## config.mk

```make
export PLATFORM = sky130hd
export DESIGN_NAME = adder_share_arbiter
export DESIGN_NICKNAME = d
export VERILOG_FILES = /design/src/rtl/adder_share_pkg.sv /design/src/rtl/rr_grant.sv /design/src/rtl/adder_share_arbiter.sv
export SDC_FILE = /design/constraint.sdc
export NUM_CORES = 1
export LEC_CHECK = 0
export CAP_MARGIN = 30
export CORE_MARGIN = 5
export CORE_UTILIZATION = 30
export CTS_BUF_LIST = sky130_fd_sc_hd__clkbuf_4
export CTS_CLUSTER_DIAMETER = 60
export DETAILED_ROUTE_END_ITERATION = 10
export GPL_ROUTABILITY_DRIVEN = 0
export PLACE_DENSITY = 0.74
export SLEW_MARGIN = 15
export SYNTH_ARGS = -nofsm -noshare
export SYNTH_HDL_FRONTEND = slang
export SYNTH_SLANG_ARGS = --single-unit
```

## constraint.sdc

```tcl
create_clock -name clk -period 2 [get_ports clk]
set_input_delay 0.2 -clock clk [delete_from_list [all_inputs] [get_ports clk]]
set_output_delay 0.2 -clock clk [all_outputs]
set_load 0.02 [all_outputs]
```

## src/rtl/adder_share_pkg.sv

```systemverilog
// Shared definitions for the adder-sharing arbiter: datapath width and FSM encoding.
package adder_share_pkg;

  // Width of operands, adder ports and the returned sum.
  localparam int DATA_W = 32;

  // FSM encoding. The unused code 2'd3 is steered back to IDLE by the FSM.
  typedef enum logic [1:0] {
    ST_IDLE = 2'd0,
    ST_CALC = 2'd1,
    ST_DONE = 2'd2
  } state_t;

  // Smallest legal tag width for a given requester count (never below 1).
  function automatic int tag_width(input int nreq);
    return (nreq > 2) ? $clog2(nreq) : 1;
  endfunction

endpackage

```

## src/rtl/rr_grant.sv

```systemverilog
// Combinational round-robin picker: first valid requester at or after ptr, cyclic.
// Produces a one-hot grant, its binary index and a flag that any request is present.
module rr_grant #(
  parameter int NREQ = 3,
  parameter int IDW  = 2
) (
  input  logic [NREQ-1:0] req_valid,
  input  logic [IDW-1:0]  ptr,
  output logic [NREQ-1:0] grant,
  output logic [IDW-1:0]  grant_idx,
  output logic            any_valid
);

  // cand_idx[k] is the requester examined k-th in the cyclic search order.
  logic [IDW:0]   cand_sum [NREQ];
  logic [IDW-1:0] cand_idx [NREQ];

  // ptr is always below NREQ, so one conditional subtraction implements the wrap.
  generate
    for (genvar gi = 0; gi < NREQ; gi++) begin : g_cand
      assign cand_sum[gi] = {1'b0, ptr} + (IDW+1)'(gi);
      assign cand_idx[gi] = (cand_sum[gi] >= (IDW+1)'(NREQ)) ?
                            IDW'(cand_sum[gi] - (IDW+1)'(NREQ)) :
                            cand_sum[gi][IDW-1:0];
    end
  endgenerate

  // Scan from the back of the search order so the earliest valid candidate wins.
  always_comb begin
    grant     = '0;
    grant_idx = '0;
    any_valid = 1'b0;
    for (int k = NREQ - 1; k >= 0; k--) begin
      if (req_valid[cand_idx[k]]) begin
        grant_idx = cand_idx[k];
        any_valid = 1'b1;
      end
    end
    if (any_valid) begin
      grant[grant_idx] = 1'b1;
    end
  end

endmodule

```

## src/rtl/adder_share_arbiter.sv

```systemverilog
// Shares one external registered adder among NREQ requesters.
// Round-robin grant, one operation in flight, tagged response with backpressure.
module adder_share_arbiter
  import adder_share_pkg::*;
#(
  parameter int NREQ = 3,
  parameter int IDW  = tag_width(NREQ)
) (
  input  logic                     clk,
  input  logic                     rst_n,
  input  logic [NREQ-1:0]          REQ_VALID,
  output logic [NREQ-1:0]          REQ_READY,
  input  logic [NREQ*DATA_W-1:0]   REQ_A,
  input  logic [NREQ*DATA_W-1:0]   REQ_B,
  output logic [DATA_W-1:0]        ADD_IN1,
  output logic [DATA_W-1:0]        ADD_IN2,
  input  logic [DATA_W-1:0]        ADD_OUT,
  output logic                     RSP_VALID,
  input  logic                     RSP_READY,
  output logic [IDW-1:0]           RSP_ID,
  output logic [DATA_W-1:0]        RSP_DATA,
  output logic                     BUSY
);

  state_t             state_reg, state_next;
  logic [IDW-1:0]     ptr_reg, ptr_next;
  logic [IDW-1:0]     tag_reg, tag_next;
  logic [DATA_W-1:0]  op_a_reg, op_a_next;
  logic [DATA_W-1:0]  op_b_reg, op_b_next;

  logic [DATA_W-1:0]  req_a_arr [NREQ];
  logic [DATA_W-1:0]  req_b_arr [NREQ];

  logic [NREQ-1:0]    grant;
  logic [IDW-1:0]     grant_idx;
  logic               any_valid;
  logic               accept;

  // Unpack the flat operand buses into per-requester words.
  generate
    for (genvar gi = 0; gi < NREQ; gi++) begin : g_unpack
      assign req_a_arr[gi] = REQ_A[DATA_W*gi +: DATA_W];
      assign req_b_arr[gi] = REQ_B[DATA_W*gi +: DATA_W];
    end
  endgenerate

  rr_grant #(
    .NREQ (NREQ),
    .IDW  (IDW)
  ) u_rr_grant (
    .req_valid (REQ_VALID),
    .ptr       (ptr_reg),
    .grant     (grant),
    .grant_idx (grant_idx),
    .any_valid (any_valid)
  );

  // Next-state logic: accept in IDLE, or in DONE when the response leaves this cycle.
  always_comb begin
    state_next = state_reg;
    ptr_next   = ptr_reg;
    tag_next   = tag_reg;
    op_a_next  = op_a_reg;
    op_b_next  = op_b_reg;
    accept     = 1'b0;
    RSP_VALID  = 1'b0;
    case (state_reg)
      ST_IDLE: begin
        // While reset is held the FSM sits in IDLE; no grant may be offered then.
        accept = any_valid & rst_n;
      end
      ST_CALC: begin
        state_next = ST_DONE;
      end
      ST_DONE: begin
        RSP_VALID = 1'b1;
        if (RSP_READY) begin
          if (any_valid) begin
            accept = 1'b1;
          end else begin
            state_next = ST_IDLE;
          end
        end
      end
      default: begin
        state_next = ST_IDLE;
      end
    endcase
    if (accept) begin
      op_a_next  = req_a_arr[grant_idx];
      op_b_next  = req_b_arr[grant_idx];
      tag_next   = grant_idx;
      ptr_next   = (grant_idx == IDW'(NREQ - 1)) ? '0 : grant_idx + 1'b1;
      state_next = ST_CALC;
    end
  end

  // FSM, pointer, tag and operand registers; operands only move on an accept.
  always_ff @(posedge clk or negedge rst_n) begin
    if (!rst_n) begin
      state_reg <= ST_IDLE;
      ptr_reg   <= '0;
      tag_reg   <= '0;
      op_a_reg  <= '0;
      op_b_reg  <= '0;
    end else begin
      state_reg <= state_next;
      ptr_reg   <= ptr_next;
      tag_reg   <= tag_next;
      op_a_reg  <= op_a_next;
      op_b_reg  <= op_b_next;
    end
  end

  assign REQ_READY = accept ? grant : '0;
  assign ADD_IN1   = op_a_reg;
  assign ADD_IN2   = op_b_reg;
  assign RSP_ID    = tag_reg;
  assign RSP_DATA  = ADD_OUT;
  assign BUSY      = (state_reg != ST_IDLE);

endmodule
```

Word-level counts from Yosys, hierarchy flattened
Cells that the tools add are included.
{"block": "word_totals", "out_inout_bits": 103, "inputBits": 230, "ff_bits": 70, "word_cells": 66}
{"block": "op_classes", "n_reduce_logical": 4, "bitwise_logic": 2, "muxes": 34, "order_cmp": 9, "n_addsub": 6, "n_eq_ne": 6}
{"operator": "32-bit binary-select mux with 2-bit select", "count": 2}
{"operator": "32-bit 2-to-1 mux", "count": 4}
{"operator": "2-bit 2-to-1 mux", "count": 10}
{"operator": "2-bit by 3-bit less-than comparator with 1-bit output, second input constant", "count": 4}
{"operator": "1-bit 2-to-1 mux", "count": 10}
{"operator": "1-bit binary-select mux with 2-bit select", "count": 3}
{"operator": "3-bit by 2-bit >= comparator with 1-bit output, second input constant", "count": 2}
{"operator": "3-bit 2-to-1 mux", "count": 2}
{"operator": "3-bit inequality test, second input constant", "count": 2}
{"operator": "2-bit case mux with 3 select lines", "count": 1}
{"operator": "2-bit subtractor, second input constant", "count": 3}
{"operator": "2-bit equality test, second input constant", "count": 2}
{"operator": "2-bit by 1-bit adder with 3-bit output, second input constant", "count": 1}
{"operator": "2-bit by 2-bit adder with 3-bit output, second input constant", "count": 1}
{"operator": "3-bit >= comparator, second input constant", "count": 1}
{"operator": "2-bit inverter with 3-bit output", "count": 1}
{"operator": "3-bit AND reduction", "count": 1}
{"operator": "2-bit by 1-bit adder with 2-bit output, second input constant", "count": 1}
{"operator": "1-bit demux with 2-bit select", "count": 1}
{"operator": "2-bit by 1-bit equality test with 1-bit output, second input constant", "count": 1}
{"operator": "2-bit by 1-bit >= comparator with 1-bit output, second input constant", "count": 1}
{"operator": "2-bit >= comparator, second input constant", "count": 1}
{"operator": "2-bit zero test", "count": 1}
{"operator": "2-bit inequality test, second input constant", "count": 1}
{"operator": "4 further kinds", "count": 4}

Depth between registers and ports, before layout
{"block": "logic_depth", "word_depth": 14, "ltp_mapped": 10, "depth_no_buf": 8}

Cells and area by module
From an unflattened synthesis, not the netlist that was laid out.
{"block": "hier_totals", "hier_cells": 370, "area_unflattened_um2": 4744.6}
{"module": "adder_share_arbiter", "seq_area_each_um2": 1751.7, "instances": 1, "cells_each": 339, "area_each_um2": 4530.6}
{"module": "rr_grant", "seq_area_each_um2": 0.0, "instances": 1, "cells_each": 31, "area_each_um2": 214.0}

Worst setup path before layout
Ideal clock, no wire load.
{"block": "synth_timing", "kind": "reg2out", "from": "reg ptr_reg[0]", "to": "out REQ_READY[0]", "setup_slack_ns": -0.341, "stages_incl_launch_ff": 10, "arrival_time_ns": 2.141, "t_required_ns": 1.800, "path_buffers": 2, "cell_sequence": "dfrtp_1 inv_1 ha_1 mux2_2 a41oi_2 a2bb2oi_2 buf_4 buf_2 nand2_1 nor2_1"}
{"block": "synth_between", "elab_chain_len": 14, "word_cells_on_any_way": 34, "cone_classes": "add/sub: 5; order compare: 5; mux: 22; bitwise: 1; reduce/logical: 1"}
{"element": "from (decl)", "line": "adder_share_arbiter.sv:26", "text": "logic [IDW-1:0] ptr_reg, ptr_next;"}
{"element": "from (signal assigned)", "line": "adder_share_arbiter.sv:108", "text": "ptr_reg <= ptr_next;"}
{"element": "2-bit by 2-bit adder with 3-bit output", "line": "rr_grant.sv:21", "text": "assign cand_sum[gi] = {1'b0, ptr} + (IDW+1)'(gi);"}
{"element": "3-bit by 2-bit >= comparator with 1-bit output / 2-bit subtractor (equally long branches)", "line": "rr_grant.sv:22, rr_grant.sv:23"}
{"element": "2-bit 2-to-1 mux", "line": "rr_grant.sv:22", "text": "assign cand_idx[gi] = (cand_sum[gi] >= (IDW+1)'(NREQ)) ?"}
{"element": "1-bit binary-select mux with 2-bit select", "line": "rr_grant.sv:34", "text": "if (req_valid[cand_idx[k]]) begin"}
{"element": "1-bit 2-to-1 mux (not written as such)", "line": "rr_grant.sv:34"}
{"element": "2-bit 2-to-1 mux (3 in series)", "line": "rr_grant.sv:34"}
{"element": "2-bit by 3-bit less-than comparator with 1-bit output (not written as such) / 2-bit by 1-bit >= comparator with 1-bit output (equally long branches)", "line": "rr_grant.sv:40", "text": "grant[grant_idx] = 1'b1;"}
{"element": "1-bit logical AND (not written as such)", "line": "rr_grant.sv:40"}
{"element": "1-bit 2-to-1 mux (not written as such)", "line": "rr_grant.sv:40"}
{"element": "1-bit demux with 2-bit select"}
{"element": "3-bit 2-to-1 mux", "line": "rr_grant.sv:39", "text": "if (any_valid) begin"}
{"element": "3-bit 2-to-1 mux *", "line": "adder_share_arbiter.sv:115", "text": "assign REQ_READY = accept ? grant : '0;"}
{"element": "to (decl)", "line": "adder_share_arbiter.sv:12", "text": "output logic [NREQ-1:0] REQ_READY,"}
Mark *: on every way between the ends. The rest lies on a longest branch, timed or not. The select of a mux whose other input is x is not followed.

Worst setup path in the final report
{"block": "layout_timing", "from": "reg ptr_reg[0]", "to": "out REQ_READY[1]"}
The elaborated chain is that of the path after synthesis.

==> results.sh <==
export IMPL_outcome="complete, but fails checks"
export IMPL_violations="negative setup slack"
export IMPL_grt_max_degree=65
export IMPL_fin_hold_ws_ns=0.328
export IMPL_synth_edf_count=0
export IMPL_cts_buffers=9
export IMPL_synth_most_common_cell="inv_1"
export IMPL_hp_class="input pin to register"
export IMPL_cap_violations=0
export IMPL_worst_skew_pair_late_latency_ns=0.43
export IMPL_max_slew_margin_pct=48.1
export IMPL_cts_root_buf="clkbuf_4"
export IMPL_cts_path_max_buffers=2
export IMPL_grtUsageTotal_pct=19.5
export IMPL_synth_seq_cells=70
export IMPL_critPathMaxFanout=5
export IMPL_cts_sinks=70
export IMPL_post_drt_wl_per_cell_um=19.7
export IMPL_synth_common_cells="71 x inv_1, 70 x dfrtp_1, 65 x nand2b_1"
export IMPL_tns_ns=-22.57
export IMPL_grt_pass1_vias=5095
export IMPL_ioPinCount=333
export IMPL_rsz0062_at_grt="yes"
export IMPL_timing_final_crit_share_pct=125
export IMPL_required_ns=1.80
export IMPL_core_um2=15100
export IMPL_vias=4920
export IMPL_period_minus_slack_ns=2.50
export IMPL_dieArea_um2=17900
export IMPL_grt_pass1_wl_mm=27.7
export IMPL_syn_area_per_cell_um2=8.90
export IMPL_grt_remaining_overflow=0
export IMPL_p_leak_nw=3.29
export IMPL_post_place_ws_ns=-0.563
export IMPL_synth_fp_nets=750
export IMPL_viasPerCell=5.12
export IMPL_synth_area_top_cells="dfrtp_1 38%, a32oi_1 12%, a211oi_1 10%"
export IMPL_fmax_mhz=400
export IMPL_async_flop_share_pct=100
export IMPL_portBuffers=268
export IMPL_drtAntennaViolNets=0
export IMPL_final_cells=961
export IMPL_nets=1003
export IMPL_yosysSeqAreaShare_pct=38.2
export IMPL_setup_slack_ns=-0.501
export IMPL_start_util_pct=30.4
export IMPL_worst_clock_skew_ns=0.0136
export IMPL_synth_distinct_cells=31
export IMPL_worstPathArrival_ns=2.30
export IMPL_hold_viol_final=0
export IMPL_synthToLayoutAreaGrowth_pct=72.9
export IMPL_netlist_area_um2=4590
export IMPL_antenna_found_initial=0
export IMPL_routed_wl_mm=19.0
export IMPL_end_kind="output pin"
export IMPL_htreeDepth=3
export IMPL_rows=45
export IMPL_yosys_area_top_type="dfrtp_1"
export IMPL_p_per_area_nw_per_um2=1580
export IMPL_maxSlewViolCount=0
export IMPL_dpl_cell_count=929
export IMPL_crit_type="register to output pin"
export IMPL_die_height_um=134
export IMPL_drc=0
export IMPL_die_width_um=134
export IMPL_vdd_drop_max_uv=824
export IMPL_setup_viol=71
export IMPL_worstMarginPinSlew_ns=0.779
export IMPL_netlist_instances=516
export IMPL_yosys_warnings=0
export IMPL_n_antenna_cell=0
export IMPL_ys_flop_type="dfrtp_1"
export IMPL_drtIter0Drc=237
export IMPL_firstDrtPassIters=4
export IMPL_path_clk_slew_ns=0.13
export IMPL_dpl_hpwl_mm=12.6
export IMPL_nFillCells=1410
export IMPL_cp_start_kind="register"
export IMPL_cts_tree="yes"
export IMPL_drive_above_1_share_pct=12.4
export IMPL_synth_top_cell_area_share_pct=38.2
export IMPL_power_mw=12.6
==> final cells by class <==
type / instances / area [um2] / share of cell area (%)
Timing Repair Buffer: 324 / 3350 / 42.2
Clock inverter: 3 / 12.5 / 0.158
Tap cell: 188 / 235 / 2.96
Inverter: 71 / 269 / 3.39
Multi-Input combinational cell: 293 / 2230 / 28.1
Clock buffer: 12 / 90.1 / 1.13
Sequential cell: 70 / 1750 / 22.1
==> path summary, 6_finish.rpt <==
| check | to | cells past startpoint | from | slack [ns] |
|---|---|---|---|---|
| worst min-delay path | ADD_IN2[12] | 3 | REQ_B[44] | 0.33 |
| min in group asynchronous | ADD_IN1[31] | 3 | rst_n | 0.36 |
| worst min register to register | RSP_ID[1] | 1 | RSP_ID[1] | 0.49 |
| max in group asynchronous | ADD_IN1[11] | 4 | rst_n | 0.75 |
| worst max-delay path | REQ_READY[1] | 9 | ptr_reg[0] | -0.50 |
| worst max register to register | ADD_IN1[25] | 10 | ptr_reg[0] | -0.39 |
==> stage by stage <==
step	util, %	cell area [um2]
floorplan	-	4660
global placement	49.1	7410
detailed placement	49.1	7410
CTS	50.9	7690
global route	52.6	7940
finish	52.6	7940
==> critical path: stages, from the launching register on <==
cell	delay, ns
dfrtp_1	0.41
buf_4	0.16
ha_4	0.19
mux2i_4	0.19
buf_4	0.15
a41oi_4	0.23
a2bb2oi_4	0.16
buf_4	0.22
nor2_4	0.04
buf_6	0.13
==> cell families after synthesis <==
logic type	count (synthesis)	synth area share, %
compound gates	139	25.0
fa+ha+maj	4	1.09
buf+inv	153	16.8
flops	70	38.2
mux	7	1.58
simple gates	143	17.4
==> layer usage <==
| metal | vias to the layer above | wire length (um) | GRT usage (%) |
|---|---|---|---|
| met2 | 214 | 9420 | 32.3 |
| li1 | 2335 | - | - |
| met4 | 0 | 493 | 7.49 |
| met1 | 2332 | 7590 | 23.7 |
| met3 | 39 | 1450 | 6.08 |
| met5 | - | 0 | 0 |
==> placed cells by master, fill, tap and decap left out, types with 2 or more instances in the layout <==
cell	count
dfrtp_1	70
nor2_1	2
buf_6	6
mux2i_1	3
ha_1	2
clkinv_1	2
nand2b_1	64
a211oi_1	64
mux2i_4	2
or2_2	2
inv_2	2
clkdlybuf4s50_1	263
clkbuf_4	12
nor2_4	2
buf_4	37
nand2_1	2
clkbuf_16	4
ha_4	2
inv_1	68
nand3_1	64
a32oi_1	64
buf_12	9
nor2b_1	2
==> repair_timing <==
action                                  4_1_cts  5_1_grt
setup buffers                                 4        7
hold buffers                                  1        0
cloned                                        1        5
gates resized for setup                      37       20
endpoints found under the setup margin       73       72
endpoints found under the hold margin        33        0
pin swaps                                     5        7
==> power by group <==
part | internal (mW) | switching, mW | total (mW)
clock network | 0.283 | 0.528 | 0.810
logic | 4.51 | 4.71 | 9.21
registers | 2.15 | 0.398 | 2.55
total | 6.94 | 5.63 | 12.6
No activity file was read; power rests on OpenSTA's default activity.
==> RTL change, RTL diff (same settings) <==
`NREQ` is set to 3 in 2 places; all go to 2.
--- a/src/rtl/rr_grant.sv
+++ b/src/rtl/rr_grant.sv
@@ -1,7 +1,7 @@
 // Combinational round-robin picker: first valid requester at or after ptr, cyclic.
 // Produces a one-hot grant, its binary index and a flag that any request is present.
 module rr_grant #(
-  parameter int NREQ = 3,
+  parameter int NREQ = 2,
   parameter int IDW  = 2
 ) (
   input  logic [NREQ-1:0] req_valid,
--- a/src/rtl/adder_share_arbiter.sv
+++ b/src/rtl/adder_share_arbiter.sv
@@ -3,7 +3,7 @@
 module adder_share_arbiter
   import adder_share_pkg::*;
 #(
-  parameter int NREQ = 3,
+  parameter int NREQ = 2,
   parameter int IDW  = tag_width(NREQ)
 ) (
   input  logic                     clk,
Interface: changed (5 resized); port bits go from 333 to 266. The function was not compared with the original's and may differ.
==> RTL change against the unedited design <==
Sequential share of layout area is 7.2 points higher; setup slack better by 0.62 ns; synthesized area is 16% lower; final area is 27% lower; sequential cell count is 2 lower; highest routed layer unchanged; wire length is 25% lower; register-to-register slack better by 0.60 ns.
Power is not compared: it rests on default switching activity, and its combinational part moved more than twofold at a synthesized area within 25%.
==> RTL change: results (changes against the unedited design) <==
- Buffers on Ports: 201 (-25%)
- Crit path to: BUSY
- Drt first pass iters: 5 (+1)
- RR Endpoint: ADD_IN2[17]$_DFFE_PN0P_
- Hold wc startpoint: REQ_VALID[1]
- Multi-input logic area: 0.001623 sq mm (-27%)
- Net Sw Power: approximately 3.2 mW
- R2R cell count: 4 (-6)
- Clock Latency Late Sink: 0.40 ns (-0.03 ns)
- Hold EP: ptr_reg$_DFFE_PN0P_
- Setup bufs post-CTS: 0 (-4)
- Critical path's slowest cell: clkdlybuf4s50_1
- Clock skew: 0.01626 ns (+0.002662 ns)
- Total track usage: 0.1779 (-0.01703)
- Leak Pwr: just over 2 nW
- DP HPWL: 9787 um (-22%)
- Initial antenna violation count: 1 (+1)
- Synth top area cells: dfrtp_1 (44%), o211ai_1 (12%), a31oi_1 (10%)
- Global-route wire length before repair: 21560 um (-22%)
- Nets@finish: 735 (-27%)
- Placed cell count: 729 (-22%)
- Pre-CTS WS: -0.01979 ns (+0.5432 ns)
- Worst r2r src: state_reg[0]$_DFFE_PN0P_
- Vias/cell: 5.539 (+8.2%)
- Slew headroom: 0.5141 (+0.03350)
- CP peak stage delay: 0.54 ns (+0.13 ns)
- WP data arrival: 1.68 ns (-0.62 ns)
- Layout fillers: 1249 (-11%)
- Worst Setup SP: state_reg[1]$_DFFE_PN0P_
- First DRT Iteration DRCs: 289 (+22%)
- Status: completed
- Via count of the routed design: 4138 (-16%)
- Post-synth top cells: dfrtp_1 (68), a21oi_1 (66), a31oi_1 (64), o211ai_1 (64), o21ai_0 (64)
- R2R Setup Slk: 0.21 ns (+0.60 ns)
- Min cycle time layout: 1.883 ns (-0.6172 ns)
- Syn_area_per_cell: 9.036 sq um (+1.6%)
- Part of the Yosys area used for sequential elements: 0.4400 (+0.05841)
- Worst Hold Slack: 0.2786 ns (-0.04984 ns)
- WL per Instance: 19.05 um (-3.4%)
- Hold Path Depth: 4 (+1)
- Largest net degree at the start of global routing: 69 (+6.2%)
- Worst-path fanout max: 4 (-1)
- Vias in the first global route: 4197 (-18%)
- DP Area: 0.005692 sq mm (-23%)
- Cell variety after synth: 20 (-35%)
- Clk slew on worst S/H paths: 0.10 ns (-0.03 ns)
- Clock Path Buffers: 2 (unchanged)
- Syn_nets: 593 (-21%)
- Cts repair resizes: 3 (-92%)
- Layout cells sized above 1: 0.07491 (-0.04928)
==> RTL change: cell types whose count changed after synthesis, sizes merged, moves of 5 or more <==
cell,unedited run,this run
buf,58,63
mux2i,5,0
a31oi,0,64
a32oi,64,0
inv,71,3
a21oi,0,66
nand2b,65,0
o211ai,0,64
nand3,64,0
o21ai,3,64
a211oi,65,0
==> RTL change: metal layers <==
metal	GRT usage	vias to the layer above	part of all wire
li1	-	1885	-
met1	0.2228	1972	0.39
met2	0.2926	239	0.50
met3	0.03568	42	0.077
met4	0.08651	0	0.028
met5	0	-	0
==> RTL change: power by group through the flow <==
| stage | combinational [mW] | sequential, mW | clock, mW |
|---|---|---|---|
| final | 4.24 | 2.44 | 0.739 |
| after global routing | 4.50 | 2.53 | 0.836 |
| after CTS | 4.26 | 2.44 | 0.776 |
| after detailed placement | 4.26 | 2.46 | 0 |
| after global placement | 4.19 | 2.44 | 0 |
| after floorplan | 1.48 | 3.24 | 0 |
==> RTL change: area by class of cell <==
type	instances	area share
timing repair buffer	218	0.3718
sequential	68	0.2927
multi-input combinational	270	0.2789
tap	172	0.03699
clock buffer	11	0.01419
clock inverter	4	0.003011
inverter	3	0.001935
antenna	1	0.0004301
==> RTL change: logic make-up (layout without fill, tap and decap cells) <==
| family | after synthesis | in the layout | synth area share |
|---|---|---|---|
| AOI/OAI and AO/OA | 259 | 259 | 0.3986 |
| buffers and inverters | 90 | 236 | 0.1407 |
| muxes | 3 | 3 | 0.009704 |
| other | 0 | 1 | 0 |
| DFF | 68 | 68 | 0.4400 |
| and+or+nand+nor | 8 | 8 | 0.01100 |
==> RTL change: tightest hold or removal path, delay by kind of cell <==
kind | cells | cell delay, ns
AO/OA/AOI/OAI | 1 | 0.14
AND/OR/NAND/NOR | 1 | 0.07
buffers and inverters | 2 | 0.21
